<file path="config.mk">
export PLATFORM = sky130hd
export DESIGN_NAME = exception_ctrl
export DESIGN_NICKNAME = d
export VERILOG_FILES = /design/src/rtl/mips_pkg.sv /design/src/rtl/exc_detect.sv /design/src/rtl/exception_ctrl.sv
export SDC_FILE = /design/constraint.sdc
export NUM_CORES = 1
export LEC_CHECK = 0
export BUFFER_PORTS_ARGS = -buffer_cell sky130_fd_sc_hd__buf_2
export CELL_PAD_IN_SITES_DETAIL_PLACEMENT = 0
export CELL_PAD_IN_SITES_GLOBAL_PLACEMENT = 1
export CORE_UTILIZATION = 34
export DETAILED_ROUTE_END_ITERATION = 10
export HOLD_SLACK_MARGIN = 0.03
export PLACE_DENSITY_LB_ADDON = 0.1
export SLEW_MARGIN = 30
export SYNTH_ARGS = -nofsm -noshare
export SYNTH_HDL_FRONTEND = slang
export SYNTH_SLANG_ARGS = --single-unit
export TNS_END_PERCENT = 50
</file>
<file path="constraint.sdc">
create_clock -name clk -period 2.8 [get_ports clk]
set_input_delay 0.56 -clock clk [delete_from_list [all_inputs] [get_ports clk]]
set_output_delay 0.56 -clock clk [all_outputs]
set_load 0.02 [all_outputs]
</file>
<file path="src/rtl/mips_pkg.sv">
// Shared MIPS decode constants and exception cause codes.
package mips_pkg;

  // Legal primary opcodes
  localparam logic [5:0] OP_RTYPE = 6'd0;
  localparam logic [5:0] OP_BEQ   = 6'd4;
  localparam logic [5:0] OP_LW    = 6'd35;
  localparam logic [5:0] OP_SW    = 6'd43;

  // Legal R-type funct values
  localparam logic [5:0] FN_ADD = 6'd32;
  localparam logic [5:0] FN_SUB = 6'd34;
  localparam logic [5:0] FN_AND = 6'd36;
  localparam logic [5:0] FN_OR  = 6'd37;
  localparam logic [5:0] FN_SLT = 6'd42;

  typedef enum logic [2:0] {
    CAUSE_NONE   = 3'd0,
    CAUSE_OPCODE = 3'd1,
    CAUSE_FUNCT  = 3'd2,
    CAUSE_REG    = 3'd3,
    CAUSE_OV     = 3'd4,
    CAUSE_IRQ    = 3'd5
  } cause_e;

  // Arbitration rank: larger wins. Overflow is oldest in the pipe.
  function automatic logic [2:0] cause_rank(input cause_e c);
    case (c)
      CAUSE_OV:     return 3'd5;
      CAUSE_OPCODE: return 3'd4;
      CAUSE_FUNCT:  return 3'd3;
      CAUSE_REG:    return 3'd2;
      CAUSE_IRQ:    return 3'd1;
      default:      return 3'd0;
    endcase
  endfunction

  // Register address uses bits beyond the implemented register file
  function automatic logic reg_out_of_range(input logic [4:0] r, input int unsigned w);
    if (w >= 32'd5) return 1'b0;
    return (r >> w) != 5'd0;
  endfunction

endpackage

</file>
<file path="src/rtl/exc_detect.sv">
// Combinational fault detection and age-priority selection of one candidate.
module exc_detect
  import mips_pkg::*;
#(
  parameter int unsigned PC_WIDTH      = 6,
  parameter int unsigned REG_DIR_WIDTH = 3,
  parameter bit          IRQ_EN        = 1'b1
) (
  input  logic                ifid_valid_i,
  input  logic [5:0]          opcode_i,
  input  logic [5:0]          funct_i,
  input  logic [4:0]          rs_i,
  input  logic [4:0]          rt_i,
  input  logic [4:0]          rd_i,
  input  logic [PC_WIDTH-1:0] ifid_pc_i,
  input  logic                idex_valid_i,
  input  logic                ov_i,
  input  logic [PC_WIDTH-1:0] idex_pc_i,
  input  logic                irq_i,
  input  logic [4:0]          cause_mask_i,
  output logic                cand_valid_o,
  output cause_e              cand_cause_o,
  output logic [PC_WIDTH-1:0] cand_pc_o
);

  logic is_nop, is_r, is_mem;
  logic op_bad, funct_bad, reg_bad, funct_ok;

  // Legality checks on the ID instruction
  always_comb begin
    is_nop   = ~|{opcode_i, funct_i, rs_i, rt_i, rd_i};
    is_r     = (opcode_i == OP_RTYPE);
    is_mem   = (opcode_i == OP_LW) || (opcode_i == OP_SW) || (opcode_i == OP_BEQ);
    op_bad   = !(is_r || is_mem);
    funct_ok = (funct_i == FN_ADD) || (funct_i == FN_SUB) || (funct_i == FN_AND) ||
               (funct_i == FN_OR)  || (funct_i == FN_SLT);
    funct_bad = is_r && !is_nop && !funct_ok;
    reg_bad   = (is_r && (reg_out_of_range(rs_i, REG_DIR_WIDTH) ||
                          reg_out_of_range(rt_i, REG_DIR_WIDTH) ||
                          reg_out_of_range(rd_i, REG_DIR_WIDTH))) ||
                (is_mem && (reg_out_of_range(rs_i, REG_DIR_WIDTH) ||
                            reg_out_of_range(rt_i, REG_DIR_WIDTH)));
  end

  // Priority encoder: EX overflow > opcode > funct > reg > irq
  always_comb begin
    cand_valid_o = 1'b0;
    cand_cause_o = CAUSE_NONE;
    cand_pc_o    = '0;
    if (idex_valid_i && ov_i && cause_mask_i[3]) begin
      cand_valid_o = 1'b1;
      cand_cause_o = CAUSE_OV;
      cand_pc_o    = idex_pc_i;
    end else if (ifid_valid_i && op_bad && cause_mask_i[0]) begin
      cand_valid_o = 1'b1;
      cand_cause_o = CAUSE_OPCODE;
      cand_pc_o    = ifid_pc_i;
    end else if (ifid_valid_i && funct_bad && cause_mask_i[1]) begin
      cand_valid_o = 1'b1;
      cand_cause_o = CAUSE_FUNCT;
      cand_pc_o    = ifid_pc_i;
    end else if (ifid_valid_i && reg_bad && cause_mask_i[2]) begin
      cand_valid_o = 1'b1;
      cand_cause_o = CAUSE_REG;
      cand_pc_o    = ifid_pc_i;
    end else if (IRQ_EN && irq_i && cause_mask_i[4]) begin
      // EPC is the ID instruction so it re-executes after the handler
      cand_valid_o = 1'b1;
      cand_cause_o = CAUSE_IRQ;
      cand_pc_o    = ifid_pc_i;
    end
  end

endmodule

</file>
<file path="src/rtl/exception_ctrl.sv">
// Exception controller: FSM, one-deep pending slot and saturating count.
module exception_ctrl
  import mips_pkg::*;
#(
  parameter int unsigned         PC_WIDTH      = 6,
  parameter int unsigned         REG_DIR_WIDTH = 3,
  parameter logic [PC_WIDTH-1:0] HANDLER_PC    = 6'd60,
  parameter int unsigned         CNT_WIDTH     = 8,
  parameter bit                  IRQ_EN        = 1'b1
) (
  input  logic                 clk,
  input  logic                 rst,
  input  logic                 ifid_valid,
  input  logic [5:0]           opcode,
  input  logic [5:0]           funct,
  input  logic [4:0]           rs,
  input  logic [4:0]           rt,
  input  logic [4:0]           rd,
  input  logic [PC_WIDTH-1:0]  ifid_pc,
  input  logic                 idex_valid,
  input  logic                 ov,
  input  logic [PC_WIDTH-1:0]  idex_pc,
  input  logic                 irq,
  input  logic [4:0]           cause_mask,
  input  logic                 ack,
  output logic                 exc_valid,
  output logic [2:0]           exc_cause,
  output logic [PC_WIDTH-1:0]  exc_pc,
  output logic                 flush_ifid,
  output logic                 flush_idex,
  output logic                 flush_exmem,
  output logic                 pc_redirect,
  output logic [PC_WIDTH-1:0]  handler_pc,
  output logic [CNT_WIDTH-1:0] exc_count
);

  typedef enum logic [1:0] {
    IDLE   = 2'd0,
    FLUSH  = 2'd1,
    HANDLE = 2'd2
  } state_e;

  state_e               state_q;
  logic                 valid_q;
  cause_e               cause_q;
  logic [PC_WIDTH-1:0]  pc_q;
  logic                 pend_valid_q;
  cause_e               pend_cause_q;
  logic [PC_WIDTH-1:0]  pend_pc_q;
  logic [CNT_WIDTH-1:0] count_q;
  logic [CNT_WIDTH-1:0] count_d;
  logic                 strobe_q;
  logic                 exmem_q;

  logic                cand_valid;
  cause_e              cand_cause;
  logic [PC_WIDTH-1:0] cand_pc;
  logic                cand_beats_pend;

  exc_detect #(
    .PC_WIDTH      (PC_WIDTH),
    .REG_DIR_WIDTH (REG_DIR_WIDTH),
    .IRQ_EN        (IRQ_EN)
  ) u_detect (
    .ifid_valid_i (ifid_valid),
    .opcode_i     (opcode),
    .funct_i      (funct),
    .rs_i         (rs),
    .rt_i         (rt),
    .rd_i         (rd),
    .ifid_pc_i    (ifid_pc),
    .idex_valid_i (idex_valid),
    .ov_i         (ov),
    .idex_pc_i    (idex_pc),
    .irq_i        (irq),
    .cause_mask_i (cause_mask),
    .cand_valid_o (cand_valid),
    .cand_cause_o (cand_cause),
    .cand_pc_o    (cand_pc)
  );

  // Saturating next count and candidate-vs-pending arbitration
  always_comb begin
    count_d = (&count_q) ? count_q : count_q + {{(CNT_WIDTH-1){1'b0}}, 1'b1};
    cand_beats_pend = cand_valid &&
                      (!pend_valid_q || (cause_rank(cand_cause) > cause_rank(pend_cause_q)));
  end

  // Exception FSM with registered outputs, pending slot and counter
  always_ff @(posedge clk or negedge rst) begin
    if (!rst) begin
      state_q      <= IDLE;
      valid_q      <= 1'b0;
      cause_q      <= CAUSE_NONE;
      pc_q         <= '0;
      pend_valid_q <= 1'b0;
      pend_cause_q <= CAUSE_NONE;
      pend_pc_q    <= '0;
      count_q      <= '0;
      strobe_q     <= 1'b0;
      exmem_q      <= 1'b0;
    end else begin
      strobe_q <= 1'b0;
      exmem_q  <= 1'b0;
      case (state_q)
        IDLE: begin
          if (cand_valid) begin
            valid_q <= 1'b1;
            cause_q <= cand_cause;
            pc_q    <= cand_pc;
            count_q <= count_d;
            state_q <= FLUSH;
          end
        end
        FLUSH: begin
          // Strobes are registered, so they appear the cycle after FLUSH
          strobe_q <= 1'b1;
          exmem_q  <= (cause_q == CAUSE_OV);
          state_q  <= HANDLE;
        end
        HANDLE: begin
          // While strobes are high the ID/EX contents are being discarded,
          // so nothing seen in that cycle may be captured.
          if (strobe_q) begin
            state_q <= HANDLE;
          end else if (ack) begin
            if (pend_valid_q || cand_valid) begin
              if (cand_beats_pend) begin
                cause_q <= cand_cause;
                pc_q    <= cand_pc;
              end else begin
                cause_q <= pend_cause_q;
                pc_q    <= pend_pc_q;
              end
              pend_valid_q <= 1'b0;
              pend_cause_q <= CAUSE_NONE;
              pend_pc_q    <= '0;
              count_q      <= count_d;
              state_q      <= FLUSH;
            end else begin
              valid_q <= 1'b0;
              cause_q <= CAUSE_NONE;
              pc_q    <= '0;
              state_q <= IDLE;
            end
          end else if (cand_beats_pend) begin
            pend_valid_q <= 1'b1;
            pend_cause_q <= cand_cause;
            pend_pc_q    <= cand_pc;
          end
        end
        default: state_q <= IDLE;
      endcase
    end
  end

  assign exc_valid   = valid_q;
  assign exc_cause   = cause_q;
  assign exc_pc      = pc_q;
  assign flush_ifid  = strobe_q;
  assign flush_idex  = strobe_q;
  assign pc_redirect = strobe_q;
  assign flush_exmem = exmem_q;
  assign handler_pc  = HANDLER_PC;
  assign exc_count   = count_q;

endmodule

</file>
[After elaboration in Yosys (flattened, before gate mapping)]
Index checks and enable logic that the tools add are counted.
Word-level totals
  output and inout port bits: 28
  word-level logic and storage cells: 139
  input port bits: 51
  bits in registers: 32
Operators by class
  bitwise operators: 1
  add/subtract/negate cells: 1
  mux-type cells: 54
  reductions and logical operators: 44
  equal/unequal tests: 28
  $lt $le $gt $ge: 1
Operator list (number)
  two-way mux 6 bit: 12
  equality test 6 bit (second input constant): 7
  two-way mux 8 bit: 5
  two-way mux 3 bit: 12
  one-hot mux 3 bit (5 select lines): 2
  OR reduction 27 bit: 1
  one-hot mux 8 bit (2 select lines): 1
  equality test 3 bit (second input constant): 5
  two-way mux 1 bit: 15
  nonzero test 5 bit: 3
  logical AND 1 bit: 14
  equality test 3 x 2 -> 1 bit (second input constant): 4
  logical OR 1 bit: 12
  one-hot mux 6 bit (2 select lines): 1
  != test 2 bit (second input constant): 5
  AND reduction 5 bit: 2
  adder 8 x 1 -> 8 bit (second input constant): 1
  AND reduction 4 bit: 2
  AND reduction 8 bit: 1
  equality test 3 x 1 -> 1 bit (second input constant): 2
  equality test 6 x 3 -> 1 bit (second input constant): 1
  zero test 6 bit: 1
  two-way mux 2 bit: 3
  one-hot mux 2 bit (3 select lines): 1
  13 further kinds: 16

[Depth between registers and ports, before layout]
Gate-level depths: netlist of run 1.
  depth in word-level cells: 22
  mapped depth: 15
  mapped depth without buffers: 13

[Hierarchy]
From an unflattened synthesis of run 1, not the netlist that was laid out.
Unflattened totals
  cells, all modules: 194
  area, all modules: 1959.4 µm²
By module, submodules not included
  exception_ctrl: times used 1, sequential area each 800.8 µm², area each 1622.8 µm², cells each 145
  exc_detect: times used 1, sequential area each 0.0 µm², area each 336.6 µm², cells each 49

[Worst setup path after synthesis of run 1]
No wires, ideal clock.
  kind: input to register
  start: in opcode[0]
  end: reg cause_q[1], in the netlist exc_cause[1]
  data arrival time: 3389 ps
  stages on the path: 14
  required time: 2654 ps
  path buffers: 1
  setup slack: -736 ps
  path through: or4_4 o41ai_1 and4_1 buf_6 nor2_1 a31oi_1 nor2b_1 ha_1 nor2b_1 o21a_1 o31a_2 and2_1 o211ai_2 o221ai_1
On the way
  longest elaborated chain between the ends: 21
  elaborated cells between the ends (all ways): 46
  classes of those cells: 1 x order compare; 9 x eq/ne; 15 x mux; 21 x reduce/logical
RTL lines
  start, declared: RTL line exception_ctrl.sv:14  | input logic [5:0] opcode,
  equality test 6 bit: RTL line exc_detect.sv:33  | is_mem = (opcode_i == OP_LW) || (opcode_i == OP_SW) || (opcode_i == OP_BEQ);
  logical OR 1 bit (2 in series): RTL line exc_detect.sv:33
  logical AND 1 bit: RTL line exc_detect.sv:41  | (is_mem && (reg_out_of_range(rs_i, REG_DIR_WIDTH) ||
  logical OR 1 bit: RTL line exc_detect.sv:40  | reg_out_of_range(rd_i, REG_DIR_WIDTH))) ||
  logical AND 1 bit (2 in series): RTL line exc_detect.sv:62  | end else if (ifid_valid_i && reg_bad && cause_mask_i[2]) begin
  two-way mux 3 bit: RTL line exc_detect.sv:62
  two-way mux 3 bit: RTL line exc_detect.sv:58  | end else if (ifid_valid_i && funct_bad && cause_mask_i[1]) begin
  two-way mux 3 bit: RTL line exc_detect.sv:54  | end else if (ifid_valid_i && op_bad && cause_mask_i[0]) begin
  [3 not listed]
  greater-than comparator 3 bit: RTL line exception_ctrl.sv:86  | (!pend_valid_q || (cause_rank(cand_cause) > cause_rank(pend_cause_q)));
  logical OR 1 bit: RTL line exception_ctrl.sv:86
  logical AND 1 bit: RTL line exception_ctrl.sv:85  | cand_beats_pend = cand_valid &&
  two-way mux 3 bit: RTL line exception_ctrl.sv:128  | if (cand_beats_pend) begin
  two-way mux 3 bit: RTL line exception_ctrl.sv:127  | if (pend_valid_q || cand_valid) begin
  two-way mux 3 bit: RTL line exception_ctrl.sv:126  | end else if (ack) begin
  two-way mux 3 bit: RTL line exception_ctrl.sv:124  | if (strobe_q) begin
  one-hot mux 3 bit (2 select lines): RTL line exception_ctrl.sv:105  | case (state_q)
  end signal, assigned: RTL line exception_ctrl.sv:109  | cause_q <= cand_cause;
  end signal, assigned: RTL line exception_ctrl.sv:129  | cause_q <= cand_cause;
  end signal, assigned: RTL line exception_ctrl.sv:132  | cause_q <= pend_cause_q;
  end, declared: RTL line exception_ctrl.sv:45  | cause_e cause_q;
Several ways; a longest one is shown, not always the timed one. The select of a mux whose other input is x is not followed.
A chain may end at the register's enable or synchronous reset.

[Worst setup path in the final report of run 1]
  start: in opcode[0]
  end: reg pc_q[4], in the netlist exc_pc[4]
On the way
  longest elaborated chain between the ends: 21
  elaborated cells between the ends (all ways): 50
  classes of those cells: 1 x order compare; 9 x eq/ne; 19 x mux; 21 x reduce/logical
RTL lines
  equality test 6 bit: RTL line exc_detect.sv:33
  logical OR 1 bit (2 in series): RTL line exc_detect.sv:33
  logical AND 1 bit: RTL line exc_detect.sv:41
  logical OR 1 bit: RTL line exc_detect.sv:40
  logical AND 1 bit (2 in series): RTL line exc_detect.sv:62
  two-way mux 3 bit: RTL line exc_detect.sv:62
  two-way mux 3 bit: RTL line exc_detect.sv:58
  two-way mux 3 bit: RTL line exc_detect.sv:54
  [3 not listed]
  greater-than comparator 3 bit: RTL line exception_ctrl.sv:86
  logical OR 1 bit: RTL line exception_ctrl.sv:86
  logical AND 1 bit: RTL line exception_ctrl.sv:85
  two-way mux 6 bit: RTL line exception_ctrl.sv:128
  two-way mux 6 bit: RTL line exception_ctrl.sv:127
  two-way mux 6 bit: RTL line exception_ctrl.sv:126
  two-way mux 6 bit: RTL line exception_ctrl.sv:124
  one-hot mux 6 bit (2 select lines): RTL line exception_ctrl.sv:105
  end signal, assigned: RTL line exception_ctrl.sv:110  | pc_q <= cand_pc;
  end signal, assigned: RTL line exception_ctrl.sv:130  | pc_q <= cand_pc;
  end signal, assigned: RTL line exception_ctrl.sv:133  | pc_q <= pend_pc_q;
  end, declared: RTL line exception_ctrl.sv:46  | logic [PC_WIDTH-1:0] pc_q;
Several ways; a longest one is shown, not always the timed one. The select of a mux whose other input is x is not followed.

==> flow_metrics.tcl, run 1 <==
set metrics [dict create \
    run_status "finished with violations" \
    violations "setup timing" \
    ys_types 45 \
    wl_um 5220 \
    seq_area_um2 801 \
    synth-main-ff-cell "dfrtp_1" \
    core_um2 5470 \
    antenna_found_initial 0 \
    first_iter_violations 56 \
    numCtsBuffers 5 \
    yosysSeqAreaShare_pct 41.5 \
    worst_setup_path_start_kind "input port" \
    worst_pin_slew_ns 0.725 \
    final_hold_viol_count 0 \
    die_w_um 77.3 \
    crit_fanout 5 \
    cts_buffer_depth 2 \
    die_h_um 77.3 \
    final_area_um2 2690 \
    fillers 553 \
    dieArea_um2 5980 \
    diodes 0 \
    start_util_pct 35.3 \
    hold_path.class "in -> async" \
    drtPass1Iterations 4 \
    avgRoutedWirePerCell_um 14.1 \
    drc_errors 0 \
    critPathArrivalTime_ns 3.52 \
    synth_warnings 0 \
    cts_tree "built" \
    h-tree-depth 2 \
    grt_max_degree 33 \
    grt.overflow.total 0 \
    yosys-top-cells-area "dfrtp_1 (42%), mux2i_1 (3.6%), nand3_1 (3.6%)" \
    whs_ns 0.330 \
    syn2layout_area_growth_pct 39.5 \
    io_buffers 72 \
    clkPwrFrac_pct 13.9 \
    power.density_nw_per_um2 869 \
    required_ns 2.94 \
    dpl.hpwl_um 3690 \
    gp_congestion 0.743 \
    num_io_pins 79 \
    fin_skew_ns 0.00835 \
    combPwrFrac_pct 51.7 \
    clock_sinks 32 \
    max_slew_margin_pct 51.6 \
    multi_input_area_um2 1080 \
    clk_latency_ns 0.28 \
    grt_pass1_wl_um 8520 \
    yosysTopAreaCell "dfrtp_1" \
    power_mw 2.34 \
    synth-async-reset-ratio_pct 100 \
    placementRows 27 \
    synth_top_area_share_pct 41.5 \
    fin_crit_sh_pct 121 \
    syn_area_um2 1930 \
    vias 1854 \
    syn_inst 196 \
    p_sw_mw 1.01 \
    period_minus_slack_ns 3.38 \
    power.leakage_nw 1.30 \
    rsz0062_at_grt "true" \
    vdd_drop_max_uv 388 \
    placed_area_um2 2500 \
    cts_hold_buf 0 \
    end_kind "register" \
    slew_violations 0 \
    clk_pin_slew_ns 0.07 \
    pre_cts_ws_ns -0.894 \
    internal_power_mw 1.33 \
    cap_violations 0 \
    swShare_pct 43.3 \
    fin_ws_ns -0.577 \
    grt_pass1_vias 1829 \
    nets 353 \
    cts_root_buffer "clkbuf_8" \
    syn_area_per_cell_um2 9.84 \
    routed_via_density 5.01 \
    groute.usage.overall_pct 17.8 \
    path_class "in -> reg" \
    seq_power_share_pct 34.4 \
    setup_viol_count_final 18 \
    ant_nets 0 \
    ys_ff_latch 32 \
    drive_gt1_share_pct 44.0 \
    fmax_mhz 296 \
    dp.cells 358 \
    fin_cells 370 \
    synth_edf_count 0 \
]
-- cells by family (layout without fill, tap and decap cells) --
logic type	Yosys count	in the layout	synth area share (%)
buffers and inverters	28	124	8.50
adders and majority gates	4	4	2.59
DFF	32	32	41.5
xor gates and xnor gates	7	7	3.18
and+or+nand+nor	69	70	19.5
other	2	6	0.389
AOI/OAI and AO/OA	45	46	19.5
muxes	9	9	4.80
-- worst paths after layout --
path | from | endpoint | slack, ns | cells after the start
worst max-delay path | opcode[0] | exc_pc[4]$_DFFE_PN0P_ | -0.58 | 14
worst min-delay path | rst | pend_cause_q[2]$_DFFE_PN0P_ | 0.33 | 1
worst max register to register | pend_cause_q[2]$_DFFE_PN0P_ | exc_pc[4]$_DFFE_PN0P_ | 0.53 | 10
worst min register to register | exc_cause[1]$_DFFE_PN0P_ | flush_exmem$_DFF_PN0_ | 0.48 | 1
max in group asynchronous | rst | state_q[0]$_DFFE_PN0P_ | 1.99 | 1
min in group clk | exc_cause[1]$_DFFE_PN0P_ | flush_exmem$_DFF_PN0_ | 0.48 | 1
-- what timing repair did --
action	4_1_cts	5_1_grt
pin swaps	4	11
gates resized for setup	1	12
cloned	1	1
buffers inserted	2	1
endpoints found under the setup margin	18	19
-- cells in the mapped netlist, drive strengths merged, types with 5 or more instances --
cell type	n
a21oi	5
buf	11
dfrtp	32
inv	16
mux2i	7
nand2	14
nand3	14
nor2	9
nor4	7
o21ai	5
o221ai	8
o22ai	9
xor2	5
-- worst max-delay path, cell delays in order --
cell and delay (ns):
buf_6 0.09, or4_4 0.56, o41ai_4 0.29, and4_4 0.28, nor2_2 0.05, a31oi_1 0.20
nor2b_2 0.17, ha_2 0.16, nor2b_1 0.04, o21a_1 0.18, o31a_2 0.33, and2_4 0.20
o211ai_4 0.26, o221ai_1 0.14
-- state kept, by name, summed over array words and instances, names as in the netlist, 2 cells and up --
signal / count
exc_pc: 6
exc_count: 8
pend_pc_q: 6
exc_cause: 3
state_q: 2
pend_cause_q: 3
-- per-stage QoR --
stage	util [%]	setup TNS [ns]
after floorplan	-	-10.87
after global placement	45.8	-12.94
after detailed placement	45.8	-14.90
after CTS	47.7	-7.69
after global routing	49.2	-11.57
final	49.2	-9.75
-- layout by cell type, fill, tap and decap left out, types with 6 or more instances in the layout --
cell,n
buf_2,71
buf_4,29
conb_1,6
dfrtp_1,32
inv_1,16
mux2i_1,7
nand2_1,14
nand3_1,14
nor2_1,8
nor4_1,6
o221ai_1,7
o22ai_1,8
-- cell type report --
type                       count  area share [%]
sequential                    32            29.8
clock inverter                 1           0.186
multi-input combinational    142            40.1
clock buffer                   6            2.70
inverter                      16            2.23
timing repair buffer         101            21.7
tap                           72            3.35
-- metal layers --
metal	part of all wire (%)	track usage [%]	vias to the layer above	wire length (µm)
li1	-	-	924	-
met1	45	23.1	883	2330
met2	50	30.3	40	2600
met3	4.6	3.53	7	238
met4	1.0	4.34	0	52
met5	0	0	-	0
-- power groups by stage --
stage	clock (mW)	combinational, mW	sequential (mW)
after floorplan	0	0.642	0.917
after global placement	0	1.13	0.809
after detailed placement	0	1.14	0.809
after CTS	0.341	1.16	0.802
after global routing	0.359	1.34	0.840
final	0.326	1.21	0.804
Power figures use the tool's default switching activity.
==> run 2: changes to the inputs <==
- SETUP_SLACK_MARGIN: default -> 0.02
- SYNTH_HIERARCHICAL: default -> 1
==> run 2 against run 1 <==
The flow still finishes with violations (setup timing). Clock-buffer cell count unchanged. Clock skew about the same. Largest cell class unchanged. Sequential share of layout area down 1.3 points.
==> flow_metrics.tcl, run 2 <==
set metrics [dict create \
    rsz0062_at_grt "true" \
    yosysSeqAreaShare_pct 40.9 \
    grt_use_met3_pct 3.18 \
    gp_congestion 0.818 \
    power_mw 2.36 \
    worst_setup_path_start_kind "input port" \
    antenna_found_initial 0 \
    cts_root_buffer "clkbuf_8" \
    final_common_cell "buf_2" \
    seq_area_um2 801 \
    synth_common_cells "dfrtp_1 (32), nor2_1 (12), nand2_1 (10)" \
    gr-max-usage-layer "met2" \
    clk_latency_ns 0.28 \
    max_slew_margin_pct 52.7 \
    ys_types 53 \
    die_w_um 77.9 \
    placed_area_um2 2570 \
    regToRegStartpoint "pend_cause_q[2]$_DFFE_PN0P_" \
    fillers 541 \
    wl_um 5030 \
    synth-async-reset-ratio_pct 100 \
    cap_violations 0 \
    setup_tns_ns -12.51 \
    path_class "in -> reg" \
    violations "setup timing" \
    syn_area_um2 1960 \
    ant_nets 0 \
    nets 349 \
    grt_pass1_wl_um 8610 \
    slew_violations 0 \
    use_met1_pct 22.3 \
    vias 1876 \
    cts_buffer_depth 2 \
    fmax_mhz 284 \
    setup_viol_count_final 25 \
    grt.overflow.total 0 \
    vdd_drop_max_uv 396 \
    synth_edf_count 0 \
    fin_skew_ns 0.00871 \
    grt_use_met2_pct 31.2 \
    drive_gt1_share_pct 43.7 \
    multi_input_area_um2 1200 \
    io_buffers 72 \
    grt_max_degree 33 \
    groute.usage.overall_pct 18.2 \
    ys_ff_latch 32 \
    final_cell_mix "buf_2 (70), dfrtp_1 (32), buf_4 (27), nor2_1 (12), nand2_1 (10)" \
    run_status "finished with violations" \
    dieArea_um2 6070 \
    core_um2 5540 \
    clk_pin_slew_ns 0.07 \
    critPathArrivalTime_ns 3.69 \
    h-tree-depth 2 \
    placementRows 27 \
    synth_top_area_share_pct 40.9 \
    drtPass1Iterations 4 \
    drc_errors 0 \
    first_iter_violations 53 \
    fin_crit_sh_pct 126 \
    synth_warnings 6 \
    syn_area_per_cell_um2 10.1 \
    numCtsBuffers 5 \
    final_hold_viol_count 0 \
    start_util_pct 35.4 \
    cts_tree "built" \
    power.leakage_nw 1.39 \
    clock_sinks 32 \
    die_h_um 77.9 \
    required_ns 2.97 \
    fin_cells 367 \
    routed_via_density 5.11 \
    period_minus_slack_ns 3.52 \
    final_area_um2 2820 \
    syn2layout_area_growth_pct 43.7 \
    yosysTopAreaCell "dfrtp_1" \
    dpl.hpwl_um 3720 \
    fin_ws_ns -0.718 \
    end_kind "register" \
    syn_inst 194 \
    yosysMostFrequentCell "dfrtp_1" \
    crit_fanout 6 \
    avgRoutedWirePerCell_um 13.7 \
    largest_reg_flops 8 \
    worst_pin_slew_ns 0.710 \
    whs_ns 0.325 \
    synth-main-ff-cell "dfrtp_1" \
    crit_start "opcode[3]" \
    hold_path.class "in -> async" \
    yosys-top-cells-area "dfrtp_1 (41%), a221o_1 (4.6%), mux2i_1 (4.1%)" \
    grt_pass1_vias 1836 \
    dp.cells 355 \
    power.density_nw_per_um2 839 \
    diodes 0 \
    num_io_pins 79 \
]
[run 2: cell types whose count changed in the layout (fill, tap and decap cells not counted), moves of 5 or more]
cell and delta:
nand2b_1 +5, and2_1 +9, a22o_1 +9, inv_1 -13
o22ai_1 -8, a221o_1 +9, o221ai_1 -7, a31oi_1 +6
nand3_1 -11
[run 2: layer usage]
layer,up-vias,routed length [µm]
li1,926,-
met1,865,2200
met2,76,2470
met3,9,266
met4,0,92
met5,-,0
[run 2: final timing paths]
kind / to / slack (ns) / cells past startpoint
worst max-delay path: pend_pc_q[3]$_DFFE_PN0P_ / -0.72 / 14
worst min-delay path: exc_count[7]$_DFFE_PN0P_ / 0.33 / 1
worst max register to register: pend_pc_q[3]$_DFFE_PN0P_ / 0.55 / 8
worst min register to register: flush_exmem$_DFF_PN0_ / 0.46 / 1
max in group asynchronous: exc_count[1]$_DFFE_PN0P_ / 2.02 / 1
min in group clk: flush_exmem$_DFF_PN0_ / 0.46 / 1
[run 2: power breakdown]
group	switching [mW]	internal [mW]
logic	0.573	0.498
registers	0.211	0.645
clock network	0.172	0.264
[run 2: stage by stage]
step | worst slack (ns) | util, %
3_3_place_gp | -1.14 | 46.3
6_report | -0.718 | 50.8
2_1_floorplan | -1.02 | -
4_1_cts | -0.689 | 50.1
5_1_grt | -0.859 | 50.8
3_5_place_dp | -1.20 | 46.3
[run 2: timing repair]
| action | in CTS | in global routing |
|---|---|---|
| pin swaps | 6 | 5 |
| endpoints found under the setup margin | 27 | 27 |
| buffers inserted | 1 | 1 |
| resized for setup | 15 | 5 |
| gates cloned | 2 | 0 |
| hold buffers | 0 | 0 |
[run 2: layout make-up]
| class | count | share of cell area (%) |
|---|---|---|
| well taps | 72 | 3.20 |
| multi-input cells | 150 | 42.5 |
| repair buffers | 101 | 21.5 |
| flip-flops and latches | 32 | 28.4 |
| clock buffers | 6 | 2.58 |
| clock inverters | 2 | 1.24 |
| inverters | 4 | 0.533 |
[run 2: cell families after synthesis]
group,share of synthesized area (%)
flops,40.9
buf+inv,5.62
simple gates,19.9
other cells,0.383
xor+xnor,2.68
fa+ha+maj,2.55
mux,5.81
compound gates,22.2
[run 2: worst max-delay path, stage by stage]
cell and delay [ns]:
buf_6 0.09, or4_4 0.58, a21o_1 0.23, a222oi_1 0.40, nor3_2 0.09, buf_4 0.17
xnor2_1 0.14, nor2_1 0.05, ha_1 0.29, and3_4 0.16, o21ai_4 0.18, nand3_2 0.12
a211o_4 0.38, a22o_1 0.24
